===== config.mk =====
export PLATFORM = sky130hd
export DESIGN_NAME = shift_add_mul4
export DESIGN_NICKNAME = d
export VERILOG_FILES = /design/src/rtl/shift_add_mul4.sv
export SDC_FILE = /design/constraint.sdc
export NUM_CORES = 1
export LEC_CHECK = 0
export CAP_MARGIN = 20
export CORE_MARGIN = 5
export CORE_UTILIZATION = 46
export CTS_BUF_LIST = sky130_fd_sc_hd__clkbuf_16
export DETAILED_ROUTE_END_ITERATION = 7
export GPL_ROUTABILITY_DRIVEN = 0
export PLACE_DENSITY_LB_ADDON = 0.1
export SLEW_MARGIN = 20
export SYNTH_ARGS = -nofsm -noshare
export SYNTH_HDL_FRONTEND = slang
export SYNTH_SLANG_ARGS = --single-unit

===== constraint.sdc =====
create_clock -name clk -period 1.8 [get_ports clk]
set_clock_uncertainty 0.1 [all_clocks]
set_input_delay 0.36 -clock clk [delete_from_list [all_inputs] [get_ports clk]]
set_output_delay 0.36 -clock clk [all_outputs]
set_load 0.02 [all_outputs]

===== src/rtl/shift_add_mul4.sv =====
// ---------------------------------------------------------------------------
// shift_add_mul4
//   Sequential unsigned multiplier. It adds and shifts right once per cycle,
//   so a multiply takes DATA_W iterations. Operands are captured when start
//   is accepted. The product register holds its value until the next result
//   is written.
//
// Ports
//   clk    : rising-edge clock for all state
//   rst_n  : asynchronous active-low reset; clears FSM, datapath and outputs
//   start  : start request; accepted in IDLE or DONE, ignored while busy
//   A      : multiplicand (unsigned), captured on the accepting edge
//   B      : multiplier (unsigned), captured on the accepting edge
//   P      : registered product A*B
//   busy   : high while iterating (RUN)
//   done   : one-cycle pulse; P holds a new result
// ---------------------------------------------------------------------------
module shift_add_mul4 #(
   parameter int DATA_W = 4
) (
   input  logic                  clk,
   input  logic                  rst_n,
   input  logic                  start,
   input  logic [DATA_W-1:0]     A,
   input  logic [DATA_W-1:0]     B,
   output logic [2*DATA_W-1:0]   P,
   output logic                  busy,
   output logic                  done
);

   localparam int CNT_W = (DATA_W > 1) ? $clog2(DATA_W) : 1;
   localparam logic [CNT_W-1:0] LAST_ITER = CNT_W'(DATA_W - 1);

   typedef enum logic [1:0] {
      IDLE = 2'd0,
      RUN  = 2'd1,
      DONE = 2'd2
   } state_t;

   state_t state, next_state;

   logic [DATA_W-1:0] mcand;
   logic [DATA_W-1:0] acc;
   logic [DATA_W-1:0] mq;
   logic [CNT_W-1:0]  cnt;
   logic [DATA_W:0]   sum;
   logic              accept;
   logic              last_iter;

   // A start request is accepted only when no multiply is in flight.
   assign accept    = start && (state != RUN);
   assign last_iter = (state == RUN) && (cnt == LAST_ITER);

   // The add keeps its carry-out in sum[DATA_W]. That carry becomes the MSB
   // of the shifted {acc,mq} pair, so no product bit is lost.
   always_comb begin
      sum = {1'b0, acc} + (mq[0] ? {1'b0, mcand} : {(DATA_W+1){1'b0}});
   end

   // ---- FSM state register ----
   always_ff @(posedge clk or negedge rst_n) begin
      if (!rst_n) begin
         state <= IDLE;
      end else begin
         state <= next_state;
      end
   end

   // ---- FSM next-state logic ----
   always_comb begin
      next_state = state;
      unique case (state)
         IDLE:    next_state = start ? RUN : IDLE;
         RUN:     next_state = (cnt == LAST_ITER) ? DONE : RUN;
         DONE:    next_state = start ? RUN : IDLE;
         default: next_state = IDLE;
      endcase
   end

   // ---- FSM outputs ----
   always_comb begin
      busy = (state == RUN);
      done = (state == DONE);
   end

   // ---- Datapath: operand capture, iteration, result write ----
   always_ff @(posedge clk or negedge rst_n) begin
      if (!rst_n) begin
         mcand <= '0;
         acc   <= '0;
         mq    <= '0;
         cnt   <= '0;
         P     <= '0;
      end else if (accept) begin
         mcand <= A;
         mq    <= B;
         acc   <= '0;
         cnt   <= '0;
      end else if (state == RUN) begin
         // Shift {carry,acc,mq} right by one. The bit dropped from mq has
         // been used as the current multiplier bit.
         {acc, mq} <= {sum, mq[DATA_W-1:1]};
         cnt       <= cnt + 1'b1;
         if (last_iter) begin
            P <= {sum, mq[DATA_W-1:1]};
         end
      end
   end

endmodule


# Yosys cells after proc, flatten, opt, wreduce, memory -nomap -nowiden
# Cells that the tools add are included.
totals:
  reg_bits: 24
  in_bits: 11
  output_inout_bits: 10
op_classes:
  addsub: 2
  eq_ne: 4
  n_mux: 10
  bitwise: 1
  reduce_logical: 6
op_table:
  columns: ["operator", "n"]
  rows:
  - ["$mux 4", 5]
  - ["$mux 2", 3]
  - ["$add 4x4->5", 1]
  - ["$eq 2x2->1 const B", 2]
  - ["$pmux 2 s2", 1]
  - ["$reduce_and 3->1", 1]
  - ["$add 2x1->2 const B", 1]
  - ["$eq 2x1->1 const B", 1]
  - ["$logic_and 1x1->1", 2]
  - ["$logic_not 2->1", 1]
  - ["$ne 2x1->1 const B", 1]
  - ["$reduce_bool 2->1", 1]
  - ["$reduce_or 2->1", 1]
  - ["$mux 1", 1]
  - ["$not 1->1", 1]

# Depth between registers and ports, before layout
logic_depth:
  ltp_word: 4
  depth_mapped: 6

# Worst setup path before layout
# OpenSTA, ideal clock, no wires.
synth_path:
  path_kind: "flip-flop to flip-flop"
  start: "register mq[0]"
  end: "register P[7]"
  setup_ps: 127
  arrival_time_ps: 1473
  t_required_ps: 1573
  path_slack_ps: 100
  path_stages_with_launch: 7
  n_path_buf: 0
  period_less_slack_ps: 1700
  cell_sequence: "dfrtp_1 > and2_1 > ha_1 > fa_1 > a21o_1 > a21oi_1 > o21ai_0"
synth_via:
  elab_chain_len: 2
synth_rtl:
  columns: ["element", "line", "source"]
  rows:
  - ["start, declared", "44", "logic [DATA_W-1:0] mq;"]
  - ["start signal, assigned", "102", "{acc, mq} <= {sum, mq[DATA_W-1:1]};"]
  - ["$mux 4", "57", "sum = {1'b0, acc} + (mq[0] ? {1'b0, mcand} : {(DATA_W+1){1'b0}});"]
  - ["$add 4x4->5", "57", null]
  - ["end signal, assigned", "105", "P <= {sum, mq[DATA_W-1:1]};"]
  - ["end, declared", "26", "output logic [2*DATA_W-1:0] P,"]
# Every way passes these cells.
# A chain may end at the register's enable or synchronous reset.

# Worst setup path after layout
# Ends and elaborated chain as after synthesis.

==> impl_metrics.json <==
{
  "cts_tree": "done",
  "period_minus_slack_ns": 1.75,
  "grt_pass1_vias": 840,
  "cts_setup_buffers": 0,
  "dp_hpwl_um": 1630,
  "required_ns": 1.84,
  "synth_cell_types": 25,
  "post-place-ws_ns": -0.0172,
  "power.leakage_nw": 0.712,
  "finalPower_w": 0.00249,
  "final_antenna_net_count": 0,
  "cp-start-kind": "flop",
  "setup_slack_ns": 0.0523,
  "start_util": 0.475,
  "criticalPathCategory": "flop to flop",
  "crit_arrival_ns": 1.78,
  "maxCapViolCount": 0,
  "reg2reg_depth": 6,
  "pin_count": 21,
  "max-slew-margin-rel": 0.800,
  "grt_max_degree": 25,
  "yosys_warnings": 0,
  "tns_ns": 0,
  "die_x_um": 60.4,
  "peakVddDrop_mv": 1.10,
  "synth_seq_cells": 24,
  "drv_slew": 0,
  "finalHoldViolations": 0,
  "crit_path_end_kind": "flop",
  "worst_path_max_delay_cell": "dfrtp_1",
  "syn_area_um2": 1170,
  "fin_nets": 138,
  "grt-ovfl-total": 0,
  "top_usage_layer": "met2",
  "portBuffers": 20,
  "cp_max_fo": 5,
  "viasPerCell": 5.12,
  "multi_input_area_um2": 541,
  "synth_top_cell_by_area": "dfrtp_1",
  "vias": 763,
  "yosysSeqAreaShare": 0.515,
  "syn_inst": 94,
  "p_per_area_nw_per_um2": 1660,
  "cp_slowest_stage_delay_ns": 0.41,
  "status": "completed",
  "grt_pass1_wl_um": 3910,
  "area_growth_pct": 29.0,
  "numCtsBuffers": 3,
  "drive_gt1_frac": 0.227,
  "timing.rr.start": "mq[0]",
  "crit_path_start": "mq[0]",
  "fmaxAchievable_mhz": 572,
  "seq_area_um2": 601,
  "placementRows": 18,
  "dr.first_iter.drc_count": 10,
  "antenna_cells": 0,
  "antenna_found_initial": 0,
  "use_met2": 0.222,
  "critical_path_buf_inv_count": 0,
  "critical_path.top_delay_family": "adder cells",
  "core-area_um2": 2450,
  "cts-root-buf": "clkbuf_16",
  "wire_per_inst_um": 14.3,
  "use_met3": 0.0340,
  "crit_chain": "and2_4 > ha_4 > fa_2 > a21o_1 > a21oi_2 > o21ai_1",
  "rsz0062_at_grt": "yes",
  "rr_endpoint": "P[7]",
  "setup_viol": 0,
  "clock_latency_ns": 0.25,
  "r2r_setup_slack_ns": 0.05,
  "path_depth": 6,
  "clkSlewWorstSetupHoldPaths_ns": 0.06,
  "cts_max_level": 1,
  "synth_nets": 111,
  "drc": 0,
  "synth.area.top_cells": "dfrtp_1, mux2_2, ha_1, o21ai_0, mux2_4",
  "worstSetupEndpoint": "P[7]",
  "grtUsageMet1": 0.200,
  "avgSynthCellArea_um2": 12.4,
  "design.die.area_um2": 3640,
  "clock-sinks": 24,
  "clockBufferDepth": 2,
  "die_h_um": 60.4,
  "finalCritPeriodShare": 0.971,
  "dr.pass1.iters": 4,
  "wirelength_um": 2140,
  "num-fill-cells": 205,
  "grt.total_usage": 0.144,
  "worstMarginPinSlew_ns": 0.300,
  "yosysTopAreaCellShare": 0.515,
  "timing.hold.ws_ns": 0.363,
  "hold_path.class": "primary input to asynchronous set/reset pin"
}
-- worst reg2reg max path, delay by kind of cell, from the launching register on --
| kind | cells | cell delay, ns |
|---|---|---|
| DFF | 1 | 0.41 |
| AOI/OAI and AO/OA | 3 | 0.45 |
| adders and majority gates | 2 | 0.53 |
| and+or+nand+nor | 1 | 0.16 |
-- flip-flops by register name (all words and copies together) (netlist names) --
register	cells
cnt	2
state	2
mcand	4
mq	4
acc	4
P	8
-- cell type report --
class,instances,share of cell area
Tap cell,30,0.0250
Clock buffer,3,0.0499
Timing Repair Buffer,26,0.161
Inverter,2,0.00499
Multi-Input combinational cell,64,0.359
Sequential cell,24,0.399
-- kinds of logic after synthesis --
kind of cell / count (synthesis) / synth area share
adders and majority gates: 6 / 0.0708
AOI/OAI and AO/OA: 15 / 0.0815
buffers and inverters: 6 / 0.0397
muxes: 14 / 0.141
DFF: 24 / 0.515
and+or+nand+nor: 28 / 0.145
xor gates and xnor gates: 1 / 0.00751
-- metrics by stage --
stage | util | area [um2] | cells
floorplan | - | 1170 | 94
global placement | 0.574 | 1410 | 146
detailed placement | 0.574 | 1410 | 146
CTS | 0.605 | 1490 | 149
global route | 0.613 | 1500 | 149
finish | 0.613 | 1500 | 149
-- how the worst min path moves through the flow --
stage / end / slack [ns] / depth (start not counted)
finish: cnt[0] / 0.36 / 2
global placement: P[5] / 0.37 / 2
detailed placement: P[6] / 0.38 / 2
global route: state[0] / 0.39 / 2
CTS: cnt[1] / 0.37 / 2
floorplan: P[0] / -0.04 / 0
-- metal layers --
| metal | vias up | part of all wire |
|---|---|---|
| met4 | 0 | 0.0056 |
| met1 | 365 | 0.47 |
| li1 | 381 | - |
| met5 | - | 0 |
| met2 | 15 | 0.48 |
| met3 | 2 | 0.045 |
-- repair_timing --
| item | 4_1_cts | 5_1_grt |
|---|---|---|
| gates resized for setup | 3 | 7 |
| hold endpoints to repair | 0 | 0 |
| hold buffers | 0 | 0 |
| pin swaps | 0 | 5 |
| endpoints found under the setup margin | 4 | 4 |
-- where the power goes --
group / internal, W / switching, W
clock: 0.000293 / 0.000170
sequential: 0.000768 / 0.000144
combinational: 0.000577 / 0.000538
-- cell usage in the layout (no fill, tap or decap), types with 2 or more instances in the layout --
cell	synthesis	routed
dfrtp_1	24	24
dlygate4sd2_1	0	2
clkbuf_16	0	3
nand3b_1	6	6
inv_1	2	2
o21ai_1	0	2
and2_1	4	3
mux2i_1	4	4
o31ai_2	2	2
clkdlybuf4s50_1	0	18
o21ai_0	9	7
mux2_4	3	3
buf_4	0	6
mux2_2	7	7
ha_1	5	4
nand2_1	11	11
-- Yosys cell counts --
library cell and count:
a21boi_0 1, a21o_1 1, a21oi_1 2, and2_1 4, and2b_1 1, and3b_1 1
buf_2 1, buf_6 3, dfrtp_1 24, fa_1 1, ha_1 5, inv_1 2
mux2_2 7, mux2_4 3, mux2i_1 4, nand2_1 11, nand2_2 1, nand2b_1 1
nand3_1 1, nand3b_1 6, nand3b_4 1, nor2_1 1, o21ai_0 9, o31ai_2 2
xnor2_1 1
Power figures use the tool's default switching activity.
